--- config.mk ---
export PLATFORM = sky130hd
export DESIGN_NAME = cia_timer_ctrl_flat
export DESIGN_NICKNAME = d
export VERILOG_FILES = /design/src/rtl/cia_timer_ctrl_if.sv /design/src/rtl/cia_timer_ctrl.sv /design/src/flat_wrapper.sv
export SDC_FILE = /design/constraint.sdc
export NUM_CORES = 1
export LEC_CHECK = 0
export ABC_AREA = 1
export BUFFER_PORTS_ARGS = -buffer_cell sky130_fd_sc_hd__clkbuf_2
export CAP_MARGIN = 5
export CORE_MARGIN = 2
export CORE_UTILIZATION = 41
export CTS_CLUSTER_SIZE = 20
export DETAILED_ROUTE_END_ITERATION = 12
export MAX_ROUTING_LAYER = met4
export PLACE_DENSITY = 0.75
export RECOVER_POWER = 50
export SLEW_MARGIN = 20
export SYNTH_ARGS = -nofsm -noshare
export SYNTH_HDL_FRONTEND = slang
export SYNTH_SLANG_ARGS = --single-unit
--- constraint.sdc ---
create_clock -name clk -period 1.22 [get_ports clk]
set_clock_uncertainty 0.15 [all_clocks]
set_input_delay 0.244 -clock clk [delete_from_list [all_inputs] [get_ports clk]]
set_output_delay 0.244 -clock clk [all_outputs]
set_load 0.05 [all_outputs]
--- src/rtl/cia_timer_ctrl_if.sv ---
`default_nettype none
// =============================================================================
// Module  : cia_timer_ctrl_if
// Purpose : Control-register bus between the CIA register decoder and a timer.
// Revision: 1.0  initial release
// =============================================================================
interface cia_timer_ctrl_if;
    logic       cr_wr;
    logic [7:0] cr_wdata;
    logic [7:0] cr_rdata;

    modport master (
        output cr_wr,
        output cr_wdata,
        input  cr_rdata
    );

    modport slave (
        input  cr_wr,
        input  cr_wdata,
        output cr_rdata
    );
endinterface
`default_nettype wire

--- src/rtl/cia_timer_ctrl.sv ---
`default_nettype none
// =============================================================================
// Module  : cia_timer_ctrl
// Purpose : CIA interval-timer control register, tick qualification, underflow,
//           reload, one-shot stop, PB output and interrupt-set generation.
// Revision: 1.0  initial release
// =============================================================================
module cia_timer_ctrl #(
    parameter bit TIMER_B = 1'b0
) (
    input  logic            clk,
    input  logic            rst_n,
    input  logic            phi2_en,
    input  logic            cnt_edge,
    input  logic            cnt_level,
    input  logic            ta_uf,
    cia_timer_ctrl_if.slave cr_bus,
    input  logic            tmr_zero,
    output logic            tmr_tick,
    output logic            tmr_load,
    output logic            uf_pulse,
    output logic            irq_set,
    output logic            pb_out,
    output logic            pb_oe
);

    localparam int START_BIT   = 0;
    localparam int PBON_BIT    = 1;
    localparam int OUTMODE_BIT = 2;
    localparam int RUNMODE_BIT = 3;
    localparam int LOAD_BIT    = 4;

    logic [7:0] cr_q, cr_d;
    logic       load_pend_q, load_pend_d;
    logic       toggle_q, toggle_d;
    logic       pulse_q, pulse_d;
    logic       irq_q, irq_d;
    logic       src_evt;
    logic       uf;
    logic       start_rise;

    generate
        if (TIMER_B) begin : g_timer_b
            assign src_evt = (cr_q[6:5] == 2'b00) ? phi2_en  :
                             (cr_q[6:5] == 2'b01) ? cnt_edge :
                             (cr_q[6:5] == 2'b10) ? ta_uf    :
                                                    (ta_uf & cnt_level);
        end else begin : g_timer_a
            // Cascade inputs have no meaning for Timer A.
            logic unused_cascade;
            assign unused_cascade = ta_uf ^ cnt_level;
            assign src_evt = cr_q[5] ? cnt_edge : phi2_en;
        end
    endgenerate

    assign tmr_tick   = cr_q[START_BIT] & src_evt & ~load_pend_q;
    assign uf         = tmr_tick & tmr_zero;
    assign uf_pulse   = uf;
    assign tmr_load   = uf | load_pend_q;
    assign irq_set    = irq_q;
    assign pb_oe      = cr_q[PBON_BIT];
    assign pb_out     = cr_q[OUTMODE_BIT] ? toggle_q : pulse_q;
    assign cr_bus.cr_rdata = cr_q;
    assign start_rise = cr_bus.cr_wr & cr_bus.cr_wdata[START_BIT] & ~cr_q[START_BIT];

    always_comb begin
        cr_d        = cr_q;
        load_pend_d = 1'b0;
        toggle_d    = toggle_q;
        pulse_d     = pulse_q;
        irq_d       = uf;

        // A write always wins, so a START write overrides the one-shot stop.
        if (cr_bus.cr_wr) begin
            cr_d           = cr_bus.cr_wdata;
            cr_d[LOAD_BIT] = 1'b0;
            load_pend_d    = cr_bus.cr_wdata[LOAD_BIT];
        end else if (uf && cr_q[RUNMODE_BIT]) begin
            cr_d[START_BIT] = 1'b0;
        end

        if (uf) begin
            pulse_d = 1'b1;
        end else if (phi2_en) begin
            pulse_d = 1'b0;
        end

        if (start_rise) begin
            toggle_d = 1'b1;
        end else if (uf) begin
            toggle_d = ~toggle_q;
        end
    end

    always_ff @(posedge clk or negedge rst_n) begin
        if (!rst_n) begin
            cr_q        <= 8'h00;
            load_pend_q <= 1'b0;
            toggle_q    <= 1'b0;
            pulse_q     <= 1'b0;
            irq_q       <= 1'b0;
        end else begin
            cr_q        <= cr_d;
            load_pend_q <= load_pend_d;
            toggle_q    <= toggle_d;
            pulse_q     <= pulse_d;
            irq_q       <= irq_d;
        end
    end

endmodule
`default_nettype wire

--- src/flat_wrapper.sv ---
// flat-port wrapper written by rule: the top's interface ports become plain ports
module cia_timer_ctrl_flat 
#(
    parameter bit TIMER_B = 1'b0
)
  (clk, rst_n, phi2_en, cnt_edge, cnt_level, ta_uf, tmr_zero, tmr_tick, tmr_load, uf_pulse, irq_set, pb_out, pb_oe, cr_bus_cr_wr, cr_bus_cr_wdata, cr_bus_cr_rdata);
  cia_timer_ctrl_if cr_bus_i ();
  input  logic clk;
  input  logic rst_n;
  input  logic phi2_en;
  input  logic cnt_edge;
  input  logic cnt_level;
  input  logic ta_uf;
  input  logic tmr_zero;
  output logic tmr_tick;
  output logic tmr_load;
  output logic uf_pulse;
  output logic irq_set;
  output logic pb_out;
  output logic pb_oe;
  input wire logic [$bits(cr_bus_i.cr_wr)-1:0] cr_bus_cr_wr;
  input wire logic [$bits(cr_bus_i.cr_wdata)-1:0] cr_bus_cr_wdata;
  output wire logic [$bits(cr_bus_i.cr_rdata)-1:0] cr_bus_cr_rdata;
  assign cr_bus_i.cr_wr = cr_bus_cr_wr;
  assign cr_bus_i.cr_wdata = cr_bus_cr_wdata;
  assign cr_bus_cr_rdata = cr_bus_i.cr_rdata;
  cia_timer_ctrl #(.TIMER_B(TIMER_B)) u_core (.clk(clk), .rst_n(rst_n), .phi2_en(phi2_en), .cnt_edge(cnt_edge), .cnt_level(cnt_level), .ta_uf(ta_uf), .cr_bus(cr_bus_i), .tmr_zero(tmr_zero), .tmr_tick(tmr_tick), .tmr_load(tmr_load), .uf_pulse(uf_pulse), .irq_set(irq_set), .pb_out(pb_out), .pb_oe(pb_oe));
endmodule
==> results of run 1 <==
## cell families (layout without fill, tap and decap cells)
| kind of cell | after synthesis | count (layout) | synth area share [%] |
|---|---|---|---|
| AO/OA/AOI/OAI | 2 | 2 | 1.863 |
| flip-flops | 11 | 11 | 51.28 |
| AND/OR/NAND/NOR | 18 | 18 | 19.58 |
| buffers and inverters | 10 | 56 | 9.790 |
| multiplexers | 6 | 6 | 16.78 |
| other | 1 | 1 | 0.6986 |
## metrics by stage
step	setup slack (ns)	area, sq um	setup TNS (ns)	power (uW)
6_report	-0.4926	1052	-2.560	1268
5_1_grt	-0.5293	1052	-3.008	1324
4_1_cts	-0.4930	999.7	-2.265	1215
3_5_place_dp	-0.2772	803.3	-0.8629	872.9
3_3_place_gp	-0.2341	803.3	-0.7091	863.3
2_1_floorplan	-0.3292	583.1	-1.366	729.3
## final timing paths
| kind | startpoint | to | slack (ns) |
|---|---|---|---|
| max reg2reg | u_core.load_pend_q | u_core.toggle_q | -0.25 |
| min | cr_bus_cr_wdata[4] | u_core.load_pend_q | 0.02 |
| max in group asynchronous | rst_n | u_core.cr_bus.cr_rdata[2] | 0.13 |
| min reg2reg | u_core.cr_bus.cr_rdata[7] | u_core.cr_bus.cr_rdata[7] | 0.41 |
| min in group asynchronous | rst_n | u_core.irq_set | 0.36 |
| max | u_core.load_pend_q | tmr_load | -0.49 |
## synth_stat cells (all sizes together)
cell type / count / share of area [%]
nand4: 2 / 2.3
nand2: 9 / 7.2
nor3b: 1 / 1.4
dfrtp: 11 / 51
o21ai: 2 / 1.9
inv: 7 / 4.9
nand3: 3 / 4.7
buf: 3 / 4.9
nor2: 3 / 4.0
mux2: 6 / 17
conb: 1 / 0.70
## critical path, stage by stage (launching register included)
cell and delay, ns:
dfrtp_1 0.38, inv_2 0.08, nand2_4 0.06, nor2_4 0.12, nand3_4 0.10, buf_6 0.14
nand2_4 0.06, buf_12 0.13
## power by group
part           leakage, uW  internal (uW)  switching [uW]
clock network    0.0000150            127             122
logic             0.000387            273             299
registers         0.000129            405            42.8
## flip-flops by register name, indices dropped and copies added, names as in the netlist
name / flops
u_core.irq_set: 1
u_core.toggle_q: 1
u_core.cr_bus.cr_rdata: 7
u_core.pulse_q: 1
u_core.load_pend_q: 1
## layer usage
layer	global-route usage (%)	vias up	part of all wire (%)	wire (microns)
li1	-	243	-	-
met1	24.05	239	41	608
met2	37.10	25	50	752
met3	3.889	3	7.5	112
met4	10.00	0	1.3	20
met5	-	-	0	0
## final cells by class
| type | count | area share, % |
|---|---|---|
| Timing Repair Buffer | 45 | 41.02 |
| Sequential cell | 11 | 26.63 |
| Multi-Input combinational cell | 27 | 25.21 |
| Inverter | 7 | 2.854 |
| Clock buffer | 4 | 2.497 |
| Tap cell | 15 | 1.784 |
## timing repair
| item | 4_1_cts | 5_1_grt |
|---|---|---|
| gates cloned | 0 | 0 |
| pin swaps | 4 | 4 |
| gates resized for setup | 29 | 14 |
| buffers inserted | 5 | 4 |
| endpoints found under the setup margin | 16 | 16 |
| hold buffers | 1 | 0 |
| endpoints found under the hold margin | 11 | 0 |
==> impl_metrics.json, run 1 <==
{
  "status": "finished, violations left",
  "violations": "negative setup slack",
  "cp_max_fo": 2,
  "whs_path_depth": 3,
  "rsz0062_at_grt": "true",
  "portBuffers": 26,
  "die_w_microns": 40.18,
  "drt.antenna.violating_nets": 0,
  "drt-pass1-iter-count": 4,
  "routed_via_density": 4.679,
  "finalMaxSlewViolations": 0,
  "yosysSeqAreaShare_pct": 51.28,
  "io_pins": 30,
  "final_core_util_pct": 82.94,
  "seqCellArea_sq_um": 280.3,
  "wl_per_cell_microns": 13.70,
  "yosysUniqueCellTypes": 17,
  "dieHeight_microns": 40.18,
  "cts_max_level": 1,
  "setup_viol_count_final": 15,
  "yosysWarnings": 0,
  "clock_sinks": 11,
  "row_count": 13,
  "drv_cap": 0,
  "placedCellCount": 95,
  "end_kind": "primary output",
  "avgSynthCellArea_sq_um": 11.18,
  "slew_headroom_pct": 57.86,
  "fmax_mhz": 583.9,
  "critPathArrivalTime_ns": 1.32,
  "critical_path_class": "reg -> out",
  "gr-usage-all-layers_pct": 21.57,
  "fin_crit_ns": 1.713,
  "clock_latency_ns": 0.27,
  "netlist_area_sq_um": 536.8,
  "cts_root_buf": "clkbuf_4",
  "drc": 0,
  "dr_total_vias": 510,
  "min_path_type": "in -> reg",
  "powerDensity_nw_per_um2": 1205,
  "drtIter0Drc": 13,
  "cts_buffers": 3,
  "antenna_found_initial": 0,
  "antenna_cells": 0,
  "startpoint_type": "register",
  "num-fill-cells": 70,
  "finalCritPeriodShare_pct": 140.4,
  "start_util_pct": 42.31,
  "grt_pass1_vias": 514,
  "nNetsFinal": 111,
  "fin_cells": 109,
  "gp_congestion": 0.7262,
  "syn_nets": 64,
  "worst_pin_slew_ns": 0.6321,
  "multiInputGateArea_sq_um": 265.3,
  "grt_pass1_wl_microns": 2145,
  "cts_buffer_depth": 2,
  "dp_hpwl_microns": 919.5,
  "layout_common_cells": "buf_4 (13), clkbuf_2 (11), buf_8 (11), dfrtp_1 (7), mux2_4 (6)",
  "finalHoldViolations": 0,
  "setup_slack_ns": -0.4926,
  "cts_tree": "built",
  "core_region_area_sq_um": 1269,
  "drive_gt1_share_pct": 73.40,
  "leakagePower_uw": 0.0005305,
  "ir_drop_mv": 0.7651,
  "clk_pin_slew_ns": 0.07,
  "synth-seq-cells": 11,
  "required_ns": 0.83,
  "syn-instance-count": 48,
  "fp.dieArea_sq_um": 1614,
  "grt_max_degree": 12,
  "syn_to_final_growth_pct": 96.04,
  "grt-ovfl-total": 0,
  "hold_slack_ns": 0.02354,
  "final_common_cell": "buf_4",
  "drt-total-wl_microns": 1493,
  "reg2reg_depth": 9
}
(Power assumes the default switching activity.)
==> run 2, diff against run 1 <==
clock period = 1.6 ns   (was 1.22 ns; I/O delays follow)
==> run 2 against run 1 <==
Against the previous run: the flow still finishes with violations (negative setup slack); sequential power is 26% lower; setup slack improved by 0.35 ns; highest routed layer unchanged; critical endpoint is now uf_pulse; combinational power is 45% lower; first-iteration DRC count shrank 85%; count of clock-buffer cells in the layout unchanged.
==> impl_metrics.json, run 2 (same netlist as run 1, synthesis figures left out) <==
{
  "seqCellArea_sq_um": 277.8,
  "cts_tree": "built",
  "cpPeakStageDelay_ns": 0.44,
  "total_power_uw": 840.3,
  "p_sw_share_pct": 38.54,
  "dpl_cell_area_sq_um": 705.7,
  "cts_buffer_depth": 2,
  "cts_buffers": 3,
  "layout_common_cells": "clkbuf_2 (20), dfrtp_1 (9), buf_4 (7), inv_1 (5), nand2_1 (5)",
  "grt_pass1_wl_microns": 1938,
  "io_pins": 30,
  "gr-usage-all-layers_pct": 19.95,
  "ir_drop_mv": 0.6310,
  "dieHeight_microns": 40.18,
  "cpMostUsedCell": "nor2_4",
  "placedCellCount": 89,
  "powerDensity_nw_per_um2": 997.9,
  "clock_sinks": 11,
  "die_w_microns": 40.18,
  "wl_per_cell_microns": 13.01,
  "worst_pin_slew_ns": 0.5847,
  "worstPathCellList": "nor2_4 -> nor2_4 -> nand3_4 -> clkinvlp_4 -> clkbuf_16",
  "clock_latency_ns": 0.27,
  "start_util_pct": 42.31,
  "fmax_mhz": 574.9,
  "fin_cells": 99,
  "gp_congestion": 0.6872,
  "drt.antenna.violating_nets": 0,
  "nNetsFinal": 101,
  "core_region_area_sq_um": 1269,
  "fp.dieArea_sq_um": 1614,
  "drv_cap": 0,
  "final_area_sq_um": 842.1,
  "dr_total_vias": 447,
  "clk_pin_slew_ns": 0.06,
  "critPathArrivalTime_ns": 1.27,
  "cp_slowest_cell": "dfrtp_2",
  "grt-ovfl-total": 0,
  "setup_viol_count_final": 3,
  "setup_slack_ns": -0.1395,
  "num-fill-cells": 106,
  "grt_max_degree": 12,
  "end_kind": "primary output",
  "row_count": 13,
  "drtIter0Drc": 2,
  "slew_headroom_pct": 61.02,
  "largest_register_ffs": 7,
  "clockPowerShare_pct": 23.1,
  "antenna_found_initial": 0,
  "syn_to_final_growth_pct": 56.88,
  "leakagePower_uw": 0.0004361,
  "cts_max_level": 1,
  "fin_crit_ns": 1.739,
  "drive_gt1_share_pct": 61.90,
  "antenna_cells": 0,
  "cp_max_fo": 4,
  "drc": 0,
  "drt-pass1-iter-count": 2,
  "finalMaxSlewViolations": 0,
  "cts_root_buf": "clkbuf_4",
  "dp_hpwl_microns": 834.2,
  "routed_via_density": 4.515,
  "final_common_cell": "clkbuf_2",
  "violations": "negative setup slack",
  "drt-total-wl_microns": 1288,
  "rsz0062_at_grt": "true",
  "rrSetupSlack_ns": 0.30,
  "grt_pass1_vias": 433,
  "p_int_uw": 516.4,
  "finalCritPeriodShare_pct": 108.7,
  "p_comb_share_pct": 37.2,
  "status": "finished, violations left",
  "critical_path_class": "reg -> out",
  "min_path_type": "in -> reg",
  "pwr-share-seq_pct": 39.7,
  "portBuffers": 26,
  "required_ns": 1.13,
  "multiInputGateArea_sq_um": 235.2,
  "p_sw_uw": 323.9,
  "finalHoldViolations": 0,
  "startpoint_type": "register"
}
[run 2: cell types whose count changed in the layout (fill, tap and decap cells not counted), sizes merged]
cell,before,now
buf,31,9
clkbuf,17,29
[run 2: repair_timing]
item | CTS | global route
buffers inserted | 3 | 2
resized for setup | 14 | 3
pin swaps | 1 | 1
endpoints found under the hold margin | 11 | 0
setup endpoints to repair | 3 | 4
hold buffers | 1 | 0
[run 2: metal layers]
| metal | vias to the layer above | GRT usage [%] | share of wire (%) |
|---|---|---|---|
| li1 | 222 | - | - |
| met1 | 205 | 21.45 | 35 |
| met2 | 18 | 36.29 | 59 |
| met3 | 2 | 1.667 | 5.0 |
| met4 | 0 | 10.00 | 1.5 |
| met5 | - | - | 0 |
[run 2: final timing paths]
check	cells past startpoint	end	from
worst max-delay path	5	uf_pulse	u_core.cr_bus.cr_rdata[5]
worst min-delay path	3	u_core.load_pend_q	cr_bus_cr_wdata[4]
worst max register to register	7	u_core.pulse_q	u_core.load_pend_q
worst min register to register	1	u_core.cr_bus.cr_rdata[6]	u_core.cr_bus.cr_rdata[6]
max in group asynchronous	2	u_core.cr_bus.cr_rdata[0]	rst_n
min in group asynchronous	2	u_core.cr_bus.cr_rdata[2]	rst_n
[run 2: critical path: cells and delay by family (launching register included)]
family	cells	cell delay, ns
flip-flops	1	0.44
buffers and inverters	2	0.28
AND/OR/NAND/NOR	3	0.27
[run 2: cell type report]
class	instances	area share [%]
Inverter	7	3.566
Multi-Input combinational cell	27	27.93
Timing Repair Buffer	35	30.16
Sequential cell	11	32.99
Clock buffer	4	3.120
Tap cell	15	2.229
[run 2: through the flow]
stage	worst slack [ns]	hold slack (ns)	util (%)	setup TNS, ns
after floorplan	-0.06383	-0.1256	-	-0.1179
after global placement	0.008456	0.05196	55.62	0
after detailed placement	-0.01171	0.05901	55.62	-0.01171
after CTS	-0.1725	0.09966	65.98	-0.4735
after global routing	-0.2049	0.1142	66.37	-0.5621
final	-0.1395	0.1008	66.37	-0.3835
[run 2: power by group through the flow]
| stage | clock (uW) | sequential (uW) | combinational (uW) |
|---|---|---|---|
| floorplan | 0 | 400 | 144 |
| global placement | 0 | 334 | 272 |
| detailed placement | 0 | 336 | 276 |
| CTS | 197 | 333 | 311 |
| global route | 214 | 337 | 330 |
| finish | 194 | 333 | 313 |
